--- src/rtl/mem_d2c_loader.sv ---
// -----------------------------------------------------------------------------
// mem_d2c_loader
// Loads a block from DRAM into an on-chip memory. One load request is split
// into DMA read descriptors of at most MAX_BURST bytes. Each AXIS beat that
// comes back is unpacked into RATIO = AXIS_W/MEM_W memory words. The words are
// written one per cycle at consecutive word addresses, and the address wraps
// modulo MEM_DEPTH. A single done pulse follows the final word.
//
// Ports
//   i_clk, i_rst_n                 clock, async active-low reset
//   i_start_pulse                  request strobe (ignored while busy)
//   i_d_addr / i_c_addr / i_n_bytes DDR byte address, memory word address, size
//   o_busy, o_done_pulse           request status
//   o_dma_rd_desc_*                descriptor channel (valid/ready)
//   i/o_dma_rd_read_data_*         AXIS read stream (tdata/tvalid/tready/tlast)
//   o_wr_en, o_wr_addr, o_din      memory write port (OUT_PIPE extra stages)
//
// state  | meaning
// -------+-------------------------------------------------------------
// IDLE   | waiting for start_pulse
// DESC   | presenting a descriptor, held until ready
// DATA   | accepting beats of the current descriptor, unpacking to words
// DONE   | one cycle; done_pulse follows in the next cycle
// -----------------------------------------------------------------------------
module mem_d2c_loader #(
  parameter int ADDR_W    = 32,
  parameter int LEN_W     = 20,
  parameter int AXIS_W    = 512,
  parameter int MEM_W     = 128,
  parameter int MEM_DEPTH = 4096,
  parameter int MAX_BURST = 4096,
  parameter int OUT_PIPE  = 0,
  localparam int AW       = $clog2(MEM_DEPTH)
) (
  input  logic              i_clk,
  input  logic              i_rst_n,
  input  logic              i_start_pulse,
  input  logic [31:0]       i_d_addr,
  input  logic [31:0]       i_c_addr,
  input  logic [31:0]       i_n_bytes,
  output logic              o_busy,
  output logic              o_done_pulse,
  output logic [ADDR_W-1:0] o_dma_rd_desc_addr,
  output logic [LEN_W-1:0]  o_dma_rd_desc_len,
  output logic              o_dma_rd_desc_valid,
  input  logic              i_dma_rd_desc_ready,
  input  logic [AXIS_W-1:0] i_dma_rd_read_data_tdata,
  input  logic              i_dma_rd_read_data_tvalid,
  output logic              o_dma_rd_read_data_tready,
  input  logic              i_dma_rd_read_data_tlast,
  output logic              o_wr_en,
  output logic [AW-1:0]     o_wr_addr,
  output logic [MEM_W-1:0]  o_din
);

  localparam int RATIO = AXIS_W / MEM_W;
  localparam int SUB_W = (RATIO > 1) ? $clog2(RATIO) : 1;
  localparam int DRN_W = 2;
  localparam int PW    = 1 + AW + MEM_W;

  typedef enum logic [1:0] {S_IDLE, S_DESC, S_DATA, S_DONE} state_t;

  state_t r_state, w_state_nxt;

  // reset synchroniser: assertion is immediate, release is aligned to clk
  logic [1:0] r_rst_sync;
  logic       w_rst_n;

  logic [31:0]       r_rem;
  logic [ADDR_W-1:0] r_daddr;
  logic [AW-1:0]     r_caddr;
  logic              r_done;
  logic [DRN_W-1:0]  r_drain;

  // unpack stage: r_buf holds the remaining words of the current beat; its
  // low word is the word currently presented at stage 0
  logic [AXIS_W-1:0] r_buf;
  logic [SUB_W-1:0]  r_sub;
  logic              r_s0_en;
  logic [AW-1:0]     r_s0_addr;
  logic              r_last;

  logic [31:0] w_len32;
  logic        w_start_acc;
  logic        w_desc_hs;
  logic        w_draining;
  logic        w_tready;
  logic        w_beat_hs;
  logic        w_adv;
  logic        w_fin;
  logic [PW-1:0] w_s0;
  logic [PW-1:0] w_out;
  logic        w_unused_c;

  assign w_unused_c = &{1'b0, i_c_addr[31:AW]};

  always_ff @(posedge i_clk or negedge i_rst_n) begin
    if (!i_rst_n) r_rst_sync <= 2'b00;
    else          r_rst_sync <= {r_rst_sync[0], 1'b1};
  end
  assign w_rst_n = r_rst_sync[1];

  assign w_len32     = (r_rem > 32'(MAX_BURST)) ? 32'(MAX_BURST) : r_rem;
  assign w_start_acc = i_start_pulse && (r_state == S_IDLE) && !r_done;
  assign w_desc_hs   = (r_state == S_DESC) && i_dma_rd_desc_ready;
  assign w_draining  = (r_drain != '0);

  // a new beat is taken when stage 0 is empty or showing its last word
  assign w_tready  = (r_state == S_DATA) && !w_draining &&
                     (!r_s0_en || (r_sub == SUB_W'(RATIO-1)));
  assign w_beat_hs = w_tready && i_dma_rd_read_data_tvalid;
  assign w_adv     = r_s0_en && (r_sub != SUB_W'(RATIO-1));

  // true at the edge that loads the final word of a tlast beat into stage 0
  generate
    if (RATIO == 1) begin : g_fin_r1
      assign w_fin = w_beat_hs && i_dma_rd_read_data_tlast;
    end else begin : g_fin_rn
      assign w_fin = w_adv && r_last && (r_sub == SUB_W'(RATIO-2));
    end
  endgenerate

  always_ff @(posedge i_clk or negedge w_rst_n) begin
    if (!w_rst_n) r_state <= S_IDLE;
    else          r_state <= w_state_nxt;
  end

  always_comb begin
    w_state_nxt = r_state;
    case (r_state)
      S_IDLE: begin
        if (w_start_acc) w_state_nxt = (i_n_bytes == '0) ? S_DONE : S_DESC;
      end
      S_DESC: begin
        if (i_dma_rd_desc_ready) w_state_nxt = S_DATA;
      end
      S_DATA: begin
        if (w_draining) begin
          if (r_drain == DRN_W'(1)) w_state_nxt = S_DONE;
        end else if (w_fin) begin
          if (r_rem != '0)        w_state_nxt = S_DESC;
          else if (OUT_PIPE == 0) w_state_nxt = S_DONE;
        end
      end
      S_DONE:  w_state_nxt = S_IDLE;
      default: w_state_nxt = S_IDLE;
    endcase
  end

  always_ff @(posedge i_clk or negedge w_rst_n) begin
    if (!w_rst_n) begin
      r_rem   <= '0;
      r_daddr <= '0;
      r_done  <= 1'b0;
      r_drain <= '0;
    end else begin
      r_done <= (r_state == S_DONE);
      if (w_start_acc) begin
        r_rem   <= i_n_bytes;
        r_daddr <= ADDR_W'(i_d_addr);
      end else if (w_desc_hs) begin
        r_rem   <= r_rem - w_len32;
        r_daddr <= r_daddr + ADDR_W'(w_len32);
      end
      // hold DONE back until the last word has left the output pipeline
      if ((r_state == S_DATA) && w_fin && (r_rem == '0) && (OUT_PIPE != 0))
        r_drain <= DRN_W'(OUT_PIPE);
      else if (w_draining)
        r_drain <= r_drain - DRN_W'(1);
    end
  end

  always_ff @(posedge i_clk or negedge w_rst_n) begin
    if (!w_rst_n) begin
      r_caddr   <= '0;
      r_buf     <= '0;
      r_sub     <= '0;
      r_s0_en   <= 1'b0;
      r_s0_addr <= '0;
      r_last    <= 1'b0;
    end else begin
      if (w_start_acc) r_caddr <= i_c_addr[AW-1:0];
      if (w_beat_hs) begin
        r_buf     <= i_dma_rd_read_data_tdata;
        r_sub     <= '0;
        r_s0_en   <= 1'b1;
        r_last    <= i_dma_rd_read_data_tlast;
        r_s0_addr <= r_caddr;
        r_caddr   <= r_caddr + AW'(1);
      end else if (w_adv) begin
        r_buf     <= r_buf >> MEM_W;
        r_sub     <= r_sub + SUB_W'(1);
        r_s0_addr <= r_caddr;
        r_caddr   <= r_caddr + AW'(1);
      end else begin
        r_s0_en <= 1'b0;
      end
    end
  end

  assign w_s0 = {r_s0_en, r_s0_addr, r_buf[MEM_W-1:0]};

  generate
    if (OUT_PIPE == 0) begin : g_nopipe
      assign w_out = w_s0;
    end else begin : g_pipe
      logic [PW-1:0] r_pipe [OUT_PIPE];
      always_ff @(posedge i_clk or negedge w_rst_n) begin
        if (!w_rst_n) begin
          for (int i = 0; i < OUT_PIPE; i++) r_pipe[i] <= '0;
        end else begin
          r_pipe[0] <= w_s0;
          for (int i = 1; i < OUT_PIPE; i++) r_pipe[i] <= r_pipe[i-1];
        end
      end
      assign w_out = r_pipe[OUT_PIPE-1];
    end
  endgenerate

  assign o_wr_en   = w_out[PW-1];
  assign o_wr_addr = w_out[MEM_W +: AW];
  assign o_din     = w_out[MEM_W-1:0];

  assign o_busy                    = (r_state != S_IDLE) || r_done;
  assign o_done_pulse              = r_done;
  assign o_dma_rd_desc_valid       = (r_state == S_DESC);
  assign o_dma_rd_desc_addr        = (r_state == S_DESC) ? r_daddr : '0;
  assign o_dma_rd_desc_len         = (r_state == S_DESC) ? LEN_W'(w_len32) : '0;
  assign o_dma_rd_read_data_tready = w_tready;

endmodule

--- config.mk ---
export PLATFORM = sky130hd
export DESIGN_NAME = mem_d2c_loader
export DESIGN_NICKNAME = d
export VERILOG_FILES = /design/src/rtl/mem_d2c_loader.sv
export SDC_FILE = /design/constraint.sdc
export NUM_CORES = 1
export LEC_CHECK = 0
export BUFFER_PORTS_ARGS = -buffer_cell sky130_fd_sc_hd__buf_2
export CORE_AREA = 4 4 316 318
export DETAILED_ROUTE_END_ITERATION = 6
export DIE_AREA = 0 0 320 322
export GPL_TIMING_DRIVEN = 1
export RECOVER_POWER = 25
export SLEW_MARGIN = 10
export SYNTH_ARGS = -nofsm -noshare
export SYNTH_HDL_FRONTEND = slang
export SYNTH_SLANG_ARGS = --single-unit
--- constraint.sdc ---
create_clock -name i_clk -period 42 [get_ports i_clk]
set_input_delay 12.6 -clock i_clk [delete_from_list [all_inputs] [get_ports i_clk]]
set_output_delay 12.6 -clock i_clk [all_outputs]
set_load 0.02 [all_outputs]
After elaboration in Yosys (flattened, before gate mapping)
Index checks and enable logic that the tools add are counted.
- bits in registers: 611
- bits of input ports: 614
- output and inout bits: 197
- word-level logic and storage cells: 79
- add/sub/neg operators: 5
- $lt $le $gt $ge: 1
- eq/ne operators: 12
- multiplexer cells: 26
- reduce and logical (&&, ||, !) cells: 23
- operators with widths (cell ; count):
    512-bit two-way mux ; 2
    32-bit two-way mux ; 6
    12-bit two-way mux ; 5
    32-bit adder ; 1
    32-bit by 13-bit greater-than comparator with 1-bit output, second input constant ; 1
    32-bit zero test ; 1
    32-bit nonzero test ; 1
    32-bit subtractor ; 1
    20-bit two-way mux ; 1
    2-bit two-way mux ; 9
    12-bit by 1-bit adder with 12-bit output, second input constant ; 1
    1-bit logical AND ; 9
    2-bit equality test, second input constant ; 4
    2-bit one-hot mux with 4 select lines ; 1
    2-bit nonzero test ; 4
    2-bit inequality test, second input constant ; 3
    2-bit by 1-bit equality test with 1-bit output, second input constant ; 2
    4-bit AND reduction ; 1
    1-bit zero test ; 3
    3-bit by 2-bit inequality test with 1-bit output, second input constant ; 1
    3-bit inequality test, second input constant ; 1
    3-bit nonzero test ; 1
    2-bit by 1-bit adder with 2-bit output, second input constant ; 1
    2-bit zero test ; 1
    other kinds (4) ; 6

Logic depth before layout (Yosys ltp)
Gate-level depths: netlist (run 1).
- word-level depth: 7
- mapped depth: 18
- gate-level depth less buffers: 17

Worst setup path before layout (run 1)
No wires, ideal clock.
- path kind: register to output
- start: register r_rem[20]
- end: output port o_dma_rd_desc_len[0]
- arrival: 2.185 ns
- data required time: 29.400 ns
- slack: 27.215 ns
- cell stages (with the launch flop): 7
- path buffers: 1
- path through: dfrtp_1 or4_1 nor3_1 nand3_1 a21oi_1 clkbuf_1 and3_1
- word-level cells in the longest chain between the ends: 3
- RTL lines (element ; line ; text):
    from (decl) ; 69 ; logic [31:0] r_rem;
    from (signal assigned) ; 159 ; r_rem <= i_n_bytes;
    from (signal assigned) ; 162 ; r_rem <= r_rem - w_len32;
    32-bit by 13-bit greater-than comparator with 1-bit output ; 103 ; assign w_len32 = (r_rem > 32'(MAX_BURST)) ? 32'(MAX_BURST) : r_rem;
    32-bit two-way mux ; 103 ;
    20-bit two-way mux ; 228 ; assign o_dma_rd_desc_len = (r_state == S_DESC) ? LEN_W'(w_len32) : '0;
    to (decl) ; 44 ; output logic [LEN_W-1:0] o_dma_rd_desc_len,
No other way between the ends.

Final worst setup path (run 1)
- start: input port i_dma_rd_read_data_tvalid
- end: register r_buf[96]
- word-level cells in the longest chain between the ends: 2
- elaborated cells between the ends (all ways): 3
- those cells by class: mux: 1; reduce/logical: 2
- RTL lines (element ; line ; text):
    from (decl) ; 48 ; input logic i_dma_rd_read_data_tvalid,
    1-bit logical AND (*) ; 111 ; assign w_beat_hs = w_tready && i_dma_rd_read_data_tvalid;
    512-bit two-way mux or 2-bit nonzero test (tied branches) ; -- ;
    to (signal assigned) ; 184 ; r_buf <= i_dma_rd_read_data_tdata;
    to (signal assigned) ; 191 ; r_buf <= r_buf >> MEM_W;
    to (decl) ; 77 ; logic [AXIS_W-1:0] r_buf;
Mark *: on every way between the ends. The rest lies on a longest branch, timed or not.
A chain may end at the register's enable or synchronous reset.

==> summary.txt, run 1 <==
Hold path
  – Worst Hold End: r_rst_sync[1]
  – Hold depth: 0
  – Worst Hold Launch: r_rst_sync[0]
  – Worst Hold Class: reg2reg

Placed design
  – Pre-CTS setup slack: 25.14 ns
  – HPWL after DPL: 69990 um
  – Dpl cells: 4915
  – GP Congestion: 0.8848
  – PortBufs: 783

Status
  – Status: complete, but fails checks
  – Failing checks: capacitance limit, slew limit

Global route
  – Global-route wire length before repair: 147100 um
  – Vias in the first global route: 24170
  – Largest net degree at the start of global routing: 236
  – GRT overflow: 0
  – Initial antenna violation count: 45
  – Gr usage total: 0.1824

Drt
  – Total number of vias: 24850
  – DRT Pass-1 Iters: 6
  – Initial drt markers: 2282
  – Antenna viol nets, final: 0
  – Vias per cell: 4.887
  – Routed WL: 99130 um
  – Routed len/inst: 19.49 um
  – Post-route DRC: 0

Floorplan
  – Top Ports: 811
  – Die area: 103000 um^2
  – Die height: 322 um
  – Row count: 114
  – Core ar.: 96570 um^2
  – Die width: 320 um
  – Initial Utilization: 0.2964

Worst setup path
  – Element type at the critical path start: input pin
  – R2R Setup Slk: 28.09 ns
  – Slowest-stage cell, CP: buf_4
  – Largest stage delay, worst path: 0.73 ns
  – Critical Path End Type: register
  – Critical path depth: 8
  – Delay-heaviest family, CP: buffers and inverters
  – Sum of buffers and inverters on the critical path: 5
  – CP Cell Sequence: buf_2 > and2_4 > buf_12 > buf_4 > buf_4 > buf_12 > a22oi_1 > nand2_1
  – Required @ worst endpoint: 42.57 ns
  – CP Data Arrival Time: 16.74 ns
  – R2R Path End: r_buf[44]
  – Crit Path Category: in2reg
  – CP Max Fanout: 235
  – Worst R2R Start: r_rst_sync[1]
  – R2r worst-path depth: 2

Timing
  – Final hold slack: 0.3518 ns
  – Setup TNS: 0 ns
  – Worst setup margin: 25.82 ns
  – Fmax achieved: 61.82 MHz
  – RSZ-0062 raised after global routing: no
  – Fin crit share: 0.3851
  – Max-slew violations: 383
  – Min cycle time layout: 16.18 ns
  – Clk_skew: 0.01889 ns
  – Setup-failing EPs final: 0
  – Fin. Hold Viols: 0
  – Max-Slew Margin vs Limit: -3.971
  – Worst-Margin Slew: 7.457 ns

Synth
  – Post-synthesis cell type count: 64
  – Post-synth EDFFs: 0
  – Syn Area/Cell: 9.101 um^2
  – Synthesized instance count: 3145
  – Register bit total from synthesis: 611
  – Synth Flop Type: dfrtp_1
  – Cell Area, Synth: 28620 um^2
  – Register area share after synthesis: 0.5342
  – Async SR Flop Fraction: 1.000
  – Yosys Warn Count: 0

CTS
  – CTS tree: done
  – Total clock sinks: 611
  – CTS Hold Bufs: 0
  – Clock transition at the registers of the reported paths: 0.06 ns
  – Clock Latency Late Sink: 0.63 ns
  – CTS Buffer Depth: 3
  – Postcts setup bufs: 0
  – Max H-tree Level: 3
  – Post_cts resized: 0
  – CTS buffer count: 74
  – Root Driver: clkbuf_16

Layout
  – Layout Nets: 4367
  – Layout area overhead: 23.01%
  – Fraction of layout cells with a size suffix above 1: 0.2530
  – Core Util, Final: 0.3646
  – Final std cells w/o fill: 5085

Power
  – Internal power: 1535 uW
  – Pwr dens: 73.84 nW/um^2
  – Sw frac: 0.4095
  – Leakage: 0.01807 uW
  – Worst VDD drop: 0.00003972 V
  – Combinational power share: 0.361
  – P_sw: 1065 uW
  – Flop pwr share: 0.394
  – Clk network pwr share: 0.246

Flow run
  – Total of max-cap violations: 4
==> through the flow <==
step / total power [uW] / cell area (um^2)
floorplan: 1709 / 28720
global placement: 1948 / 32740
detailed placement: 1969 / 32740
CTS: 2623 / 35150
global route: 2790 / 35200
finish: 2600 / 35210
==> flip-flops by register name, summed over array words and instances, names as in the netlist <==
signal and count:
r_caddr 12, o_wr_addr 12, r_rem 32, r_buf 512, r_last 1, r_sub 2
o_done_pulse 1, r_rst_sync 2, r_state 2, r_daddr 32, o_wr_en 1, r_drain 2
==> power groups by stage <==
stage          sequential [uW]  combinational [uW]  clock (uW)
6_report                  1020                 938         639
5_1_grt                   1050                1060         681
4_1_cts                   1020                 943         659
3_5_place_dp              1030                 940           0
3_3_place_gp              1020                 925           0
2_1_floorplan              986                 723           0
==> cells in the mapped netlist (all sizes together), types with 3 or more instances <==
master,instances,share of area
xor2,8,0.0024
nor4,16,0.0035
clkbuf,201,0.026
and2,50,0.011
nand2,1123,0.15
o31ai,5,0.0013
inv,14,0.0018
nor2b,10,0.0022
o22ai,3,0.00066
a21oi,44,0.0077
or3,9,0.0023
nand4,4,0.00087
o21ai,189,0.033
mux2i,11,0.0038
xnor2,10,0.0031
a21o,14,0.0037
buf,143,0.036
a22oi,405,0.11
or4,4,0.0012
a22o,7,0.0021
dfrtp,611,0.53
a311oi,5,0.0015
a221o,11,0.0038
o311ai,6,0.0018
and4,4,0.0012
nand2b,8,0.0017
nor2,45,0.0059
nor3,23,0.0040
ha,37,0.016
and3,20,0.0044
a31oi,4,0.00087
nor3b,5,0.0013
nor4b,3,0.0017
nand3,26,0.0045
a211oi,11,0.0029
a221oi,11,0.0034
mux2,4,0.0016
o211ai,13,0.0036
o21a,4,0.0010
==> layout by cell type, fill, tap and decap left out, types with 6 or more instances in the layout <==
cell type / instances
nand2_1: 1122
buf_2: 783
dfrtp_1: 611
a22oi_1: 405
o21ai_0: 189
clkbuf_16: 75
and2_1: 48
a21oi_1: 44
nor2_1: 43
diode_2: 38
ha_1: 37
conb_1: 27
nand3_1: 26
buf_4: 25
nor3_1: 23
and3_1: 20
clkbuf_8: 17
nor4_1: 16
inv_1: 14
a21o_1: 14
clkinv_2: 14
clkbuf_1: 14
o211ai_1: 12
mux2i_1: 11
a221o_1: 11
a211oi_1: 11
a221oi_1: 11
xnor2_1: 10
nor2b_1: 8
xor2_1: 8
or3_1: 7
nand2b_1: 7
a22o_1: 7
o311ai_0: 6
inv_6: 6
==> kinds of logic (layout without fill, tap and decap cells) <==
group,Yosys count,after routing,synth area share
buffers and inverters,359,960,0.06478
and+or+nand+nor,1355,1355,0.1945
DFF,611,611,0.5342
xor gates and xnor gates,18,18,0.005508
other,2,65,0.0002624
AOI/OAI and AO/OA,747,747,0.1784
adders and majority gates,38,38,0.01687
muxes,15,15,0.005421
==> cell type report <==
| class | instances | area [um^2] |
|---|---|---|
| Antenna cell | 38 | 95.09 |
| Clock buffer | 103 | 2152 |
| Clock inverter | 29 | 257.7 |
| Fill cell | 9968 | 61360 |
| Inverter | 15 | 56.30 |
| Multi-Input combinational cell | 2200 | 11600 |
| Sequential cell | 611 | 15290 |
| Tap cell | 1276 | 1597 |
| Timing Repair Buffer | 813 | 4158 |
==> routing by layer <==
layer  up-vias  global-route usage  wire (um)
met5         -                   0         53
met1     11960              0.2348      41180
li1      11870                   -          -
met3       207             0.04430       6362
met4         8             0.08925       4154
met2       809              0.2879      47390
==> worst max path at each step <==
stage	start	to	slack, ns
3_5_place_dp	i_dma_rd_read_data_tvalid	r_buf[483]	25.14
5_1_grt	r_rst_sync[1]	r_buf[42]	25.09
3_3_place_gp	i_dma_rd_read_data_tvalid	r_buf[483]	25.13
4_1_cts	i_dma_rd_read_data_tvalid	r_buf[483]	25.85
2_1_floorplan	r_rst_sync[1]	o_done_pulse	23.71
6_report	i_dma_rd_read_data_tvalid	r_buf[96]	25.82
(Power assumes the default switching activity.)
==> run 2: changes to the inputs <==
CORE_AREA = 4 4 318 320   (was 4 4 316 318)
DIE_AREA = 0 0 322 324   (was 0 0 320 322)
clock period = 15.8 ns   (was 42 ns; I/O delays follow)
==> run 2 against run 1 <==
Power grew to 2.7 times the previous value. Largest power group unchanged. Via count is essentially flat. Critical path depth shrank 7. Setup slack lost 20 ns. Largest cell class unchanged. The flow still finishes with violations (capacitance limit, slew limit). Global-route usage is essentially flat. Routed wire length grew 0.92%. Non-clock buffer count shrank 4. Sequential share of layout area shrank 0.14 points. Combinational power grew to 2.7 times the previous value. Sequential power grew to 2.7 times the previous value.
==> summary.txt, run 2 (same netlist as run 1, synthesis figures left out) <==
Global route
  – Largest net degree at the start of global routing: 211 (was 236)
  – Global-route wire length before repair: 148500 um (was 147100 um)
  – Vias in the first global route: 24360 (was 24170)
  – Initial antenna violation count: 44 (was 45)
  – Gr usage total: 0.1825 (was 0.1824)
  – GRT overflow: 0 (unchanged)

Floorplan
  – Top Ports: 811 (unchanged)
  – Initial Utilization: 0.2917 (was 0.2964)
  – Core ar.: 98130 um^2 (was 96570 um^2)
  – Die height: 324 um (was 322 um)
  – Row count: 115 (was 114)
  – Die area: 104300 um^2 (was 103000 um^2)
  – Die width: 322 um (was 320 um)

Worst setup path
  – Element type at the critical path start: register (was input pin)
  – Slowest-stage cell, CP: clkbuf_1 (was buf_4)
  – CP Data Arrival Time: 8.40 ns (was 16.74 ns)
  – Critical path depth: 1 (was 8)
  – R2R Setup Slk: 6.30 ns (was 28.09 ns)
  – Sum of buffers and inverters on the critical path: 1 (was 5)
  – Critical path launch point: r_rst_sync[1] (was i_dma_rd_read_data_tvalid)
  – R2r worst-path depth: 1 (was 2)
  – Worst R2R Start: r_rst_sync[1] (unchanged)
  – Crit path capture: r_buf[169] (was r_buf[96])
  – Crit Path Category: reg2async (was in2reg)
  – CP Cell Sequence: clkbuf_1 (was buf_2 > and2_4 > buf_12 > buf_4 > buf_4 > buf_12 > a22oi_1 > nand2_1)
  – Critical Path End Type: async pin (was register)
  – CP Max Fanout: 134 (was 235)
  – Required @ worst endpoint: 14.69 ns (was 42.57 ns)
  – R2R Path End: r_buf[169] (was r_buf[44])
  – Delay-heaviest family, CP: buffers and inverters (unchanged)
  – Largest stage delay, worst path: 5.30 ns (was 0.73 ns)

Drt
  – Antenna viol nets, final: 0 (unchanged)
  – Routed WL: 100000 um (was 99130 um)
  – Post-route DRC: 0 (unchanged)
  – Total number of vias: 24850 (about the same)
  – Initial drt markers: 2277 (was 2282)
  – DRT Pass-1 Iters: 6 (unchanged)
  – Vias per cell: 4.890 (was 4.887)
  – Routed len/inst: 19.69 um (was 19.49 um)

Status
  – Status: complete, but fails checks (unchanged)
  – Failing checks: capacitance limit, slew limit (unchanged)

Timing
  – Max-Slew Margin vs Limit: -3.947 (was -3.971)
  – Clk_skew: 0.02926 ns (was 0.01889 ns)
  – Setup-failing EPs final: 0 (unchanged)
  – Fin crit share: 0.6014
  – Setup TNS: 0 ns (unchanged)
  – Min cycle time layout: 9.503 ns
  – RSZ-0062 raised after global routing: no (unchanged)
  – Fmax achieved: 105.2 MHz
  – Final hold slack: 0.3496 ns (was 0.3518 ns)
  – Worst-Margin Slew: 7.421 ns (was 7.457 ns)
  – Fin. Hold Viols: 0 (unchanged)
  – Max-slew violations: 266 (was 383)

Power
  – Tot Pwr: 6986 uW (was 2600 uW)
  – Pwr dens: 197.8 nW/um^2 (was 73.84 nW/um^2)
  – Leakage: 0.01812 uW (was 0.01807 uW)
  – Worst VDD drop: 0.0001579 V (was 0.00003972 V)

CTS
  – CTS Buffer Depth: 3 (unchanged)
  – Postcts setup bufs: 0 (unchanged)
  – Post_cts resized: 0 (unchanged)
  – CTS buffer count: 74 (unchanged)
  – Clock transition at the registers of the reported paths: 0.06 ns (about the same)
  – CTS Hold Bufs: 0 (unchanged)
  – Max H-tree Level: 3 (unchanged)
  – Root Driver: clkbuf_16 (unchanged)
  – Total clock sinks: 611 (unchanged)
  – CTS tree: done (unchanged)
  – Clock Latency Late Sink: 0.65 ns (was 0.63 ns)

Layout
  – Final Instance Area: 35330 um^2 (was 35210 um^2)
  – Max reg flops: 512 (unchanged)
  – Fraction of layout cells with a size suffix above 1: 0.2521 (was 0.2530)
  – Layout Nets: 4363 (was 4367)
  – Layout area overhead: 23.42% (was 23.01%)
  – Commonest non-fill, non-tap cell in the layout: nand2_1 (unchanged)
  – Largest register by flop count: r_buf (unchanged)
  – Top Registers: r_buf x512, r_daddr x32, r_rem x32 (unchanged)
  – Core Util, Final: 0.3600 (was 0.3646)
  – Most frequent cells in the layout: nand2_1 (1122), buf_2 (783), dfrtp_1 (611), a22oi_1 (405), o21ai_0 (189) (unchanged)

Placed design
  – GP Congestion: 0.8908 (was 0.8848)
  – Post-DP Area: 32750 um^2 (was 32740 um^2)
  – PortBufs: 783 (unchanged)
  – HPWL after DPL: 70390 um (was 69990 um)

Flow run
  – Total of max-cap violations: 3 (was 4)

Hold path
  – Worst Hold Class: reg2reg (unchanged)
-- run 2: area by class of cell --
class | count | area [um^2]
antenna | 30 | 75.07
clock buffer | 103 | 2141
tap | 1287 | 1610
clock inverter | 27 | 389.1
fill | 10240 | 62810
sequential | 611 | 15290
multi-input combinational | 2200 | 11610
timing repair buffer | 809 | 4156
inverter | 15 | 56.30
-- run 2: how the worst min path moves through the flow --
stage                                to     startpoint  cells after the start
after floorplan           r_rst_sync[1]  r_rst_sync[0]                      0
after global placement    r_rst_sync[1]  r_rst_sync[0]                      0
after detailed placement  r_rst_sync[1]  r_rst_sync[0]                      0
after CTS                 r_rst_sync[1]  r_rst_sync[0]                      0
after global routing      r_rst_sync[1]  r_rst_sync[0]                      0
final                     r_rst_sync[1]  r_rst_sync[0]                      0
-- run 2: metal layers --
layer  vias to the layer above  wire length, um  global-route usage
li1                      11870                -                   -
met1                     11970            41890              0.2332
met2                       790            47590              0.2940
met3                       206             6454             0.04567
met4                        26             3943             0.08085
met5                         -              171                   0
-- run 2: power by group --
group | internal (uW) | switching, uW
Combinational | 839 | 1670
Sequential | 2260 | 461
Clock | 1030 | 729
Total | 4120 | 2860
-- run 2: per-stage QoR --
step                setup slack, ns  instances
finish                        6.297       5082
global placement              8.011       4922
global route                  4.108       5077
floorplan                     5.864       3170
detailed placement            8.003       4922
CTS                           7.790       5052
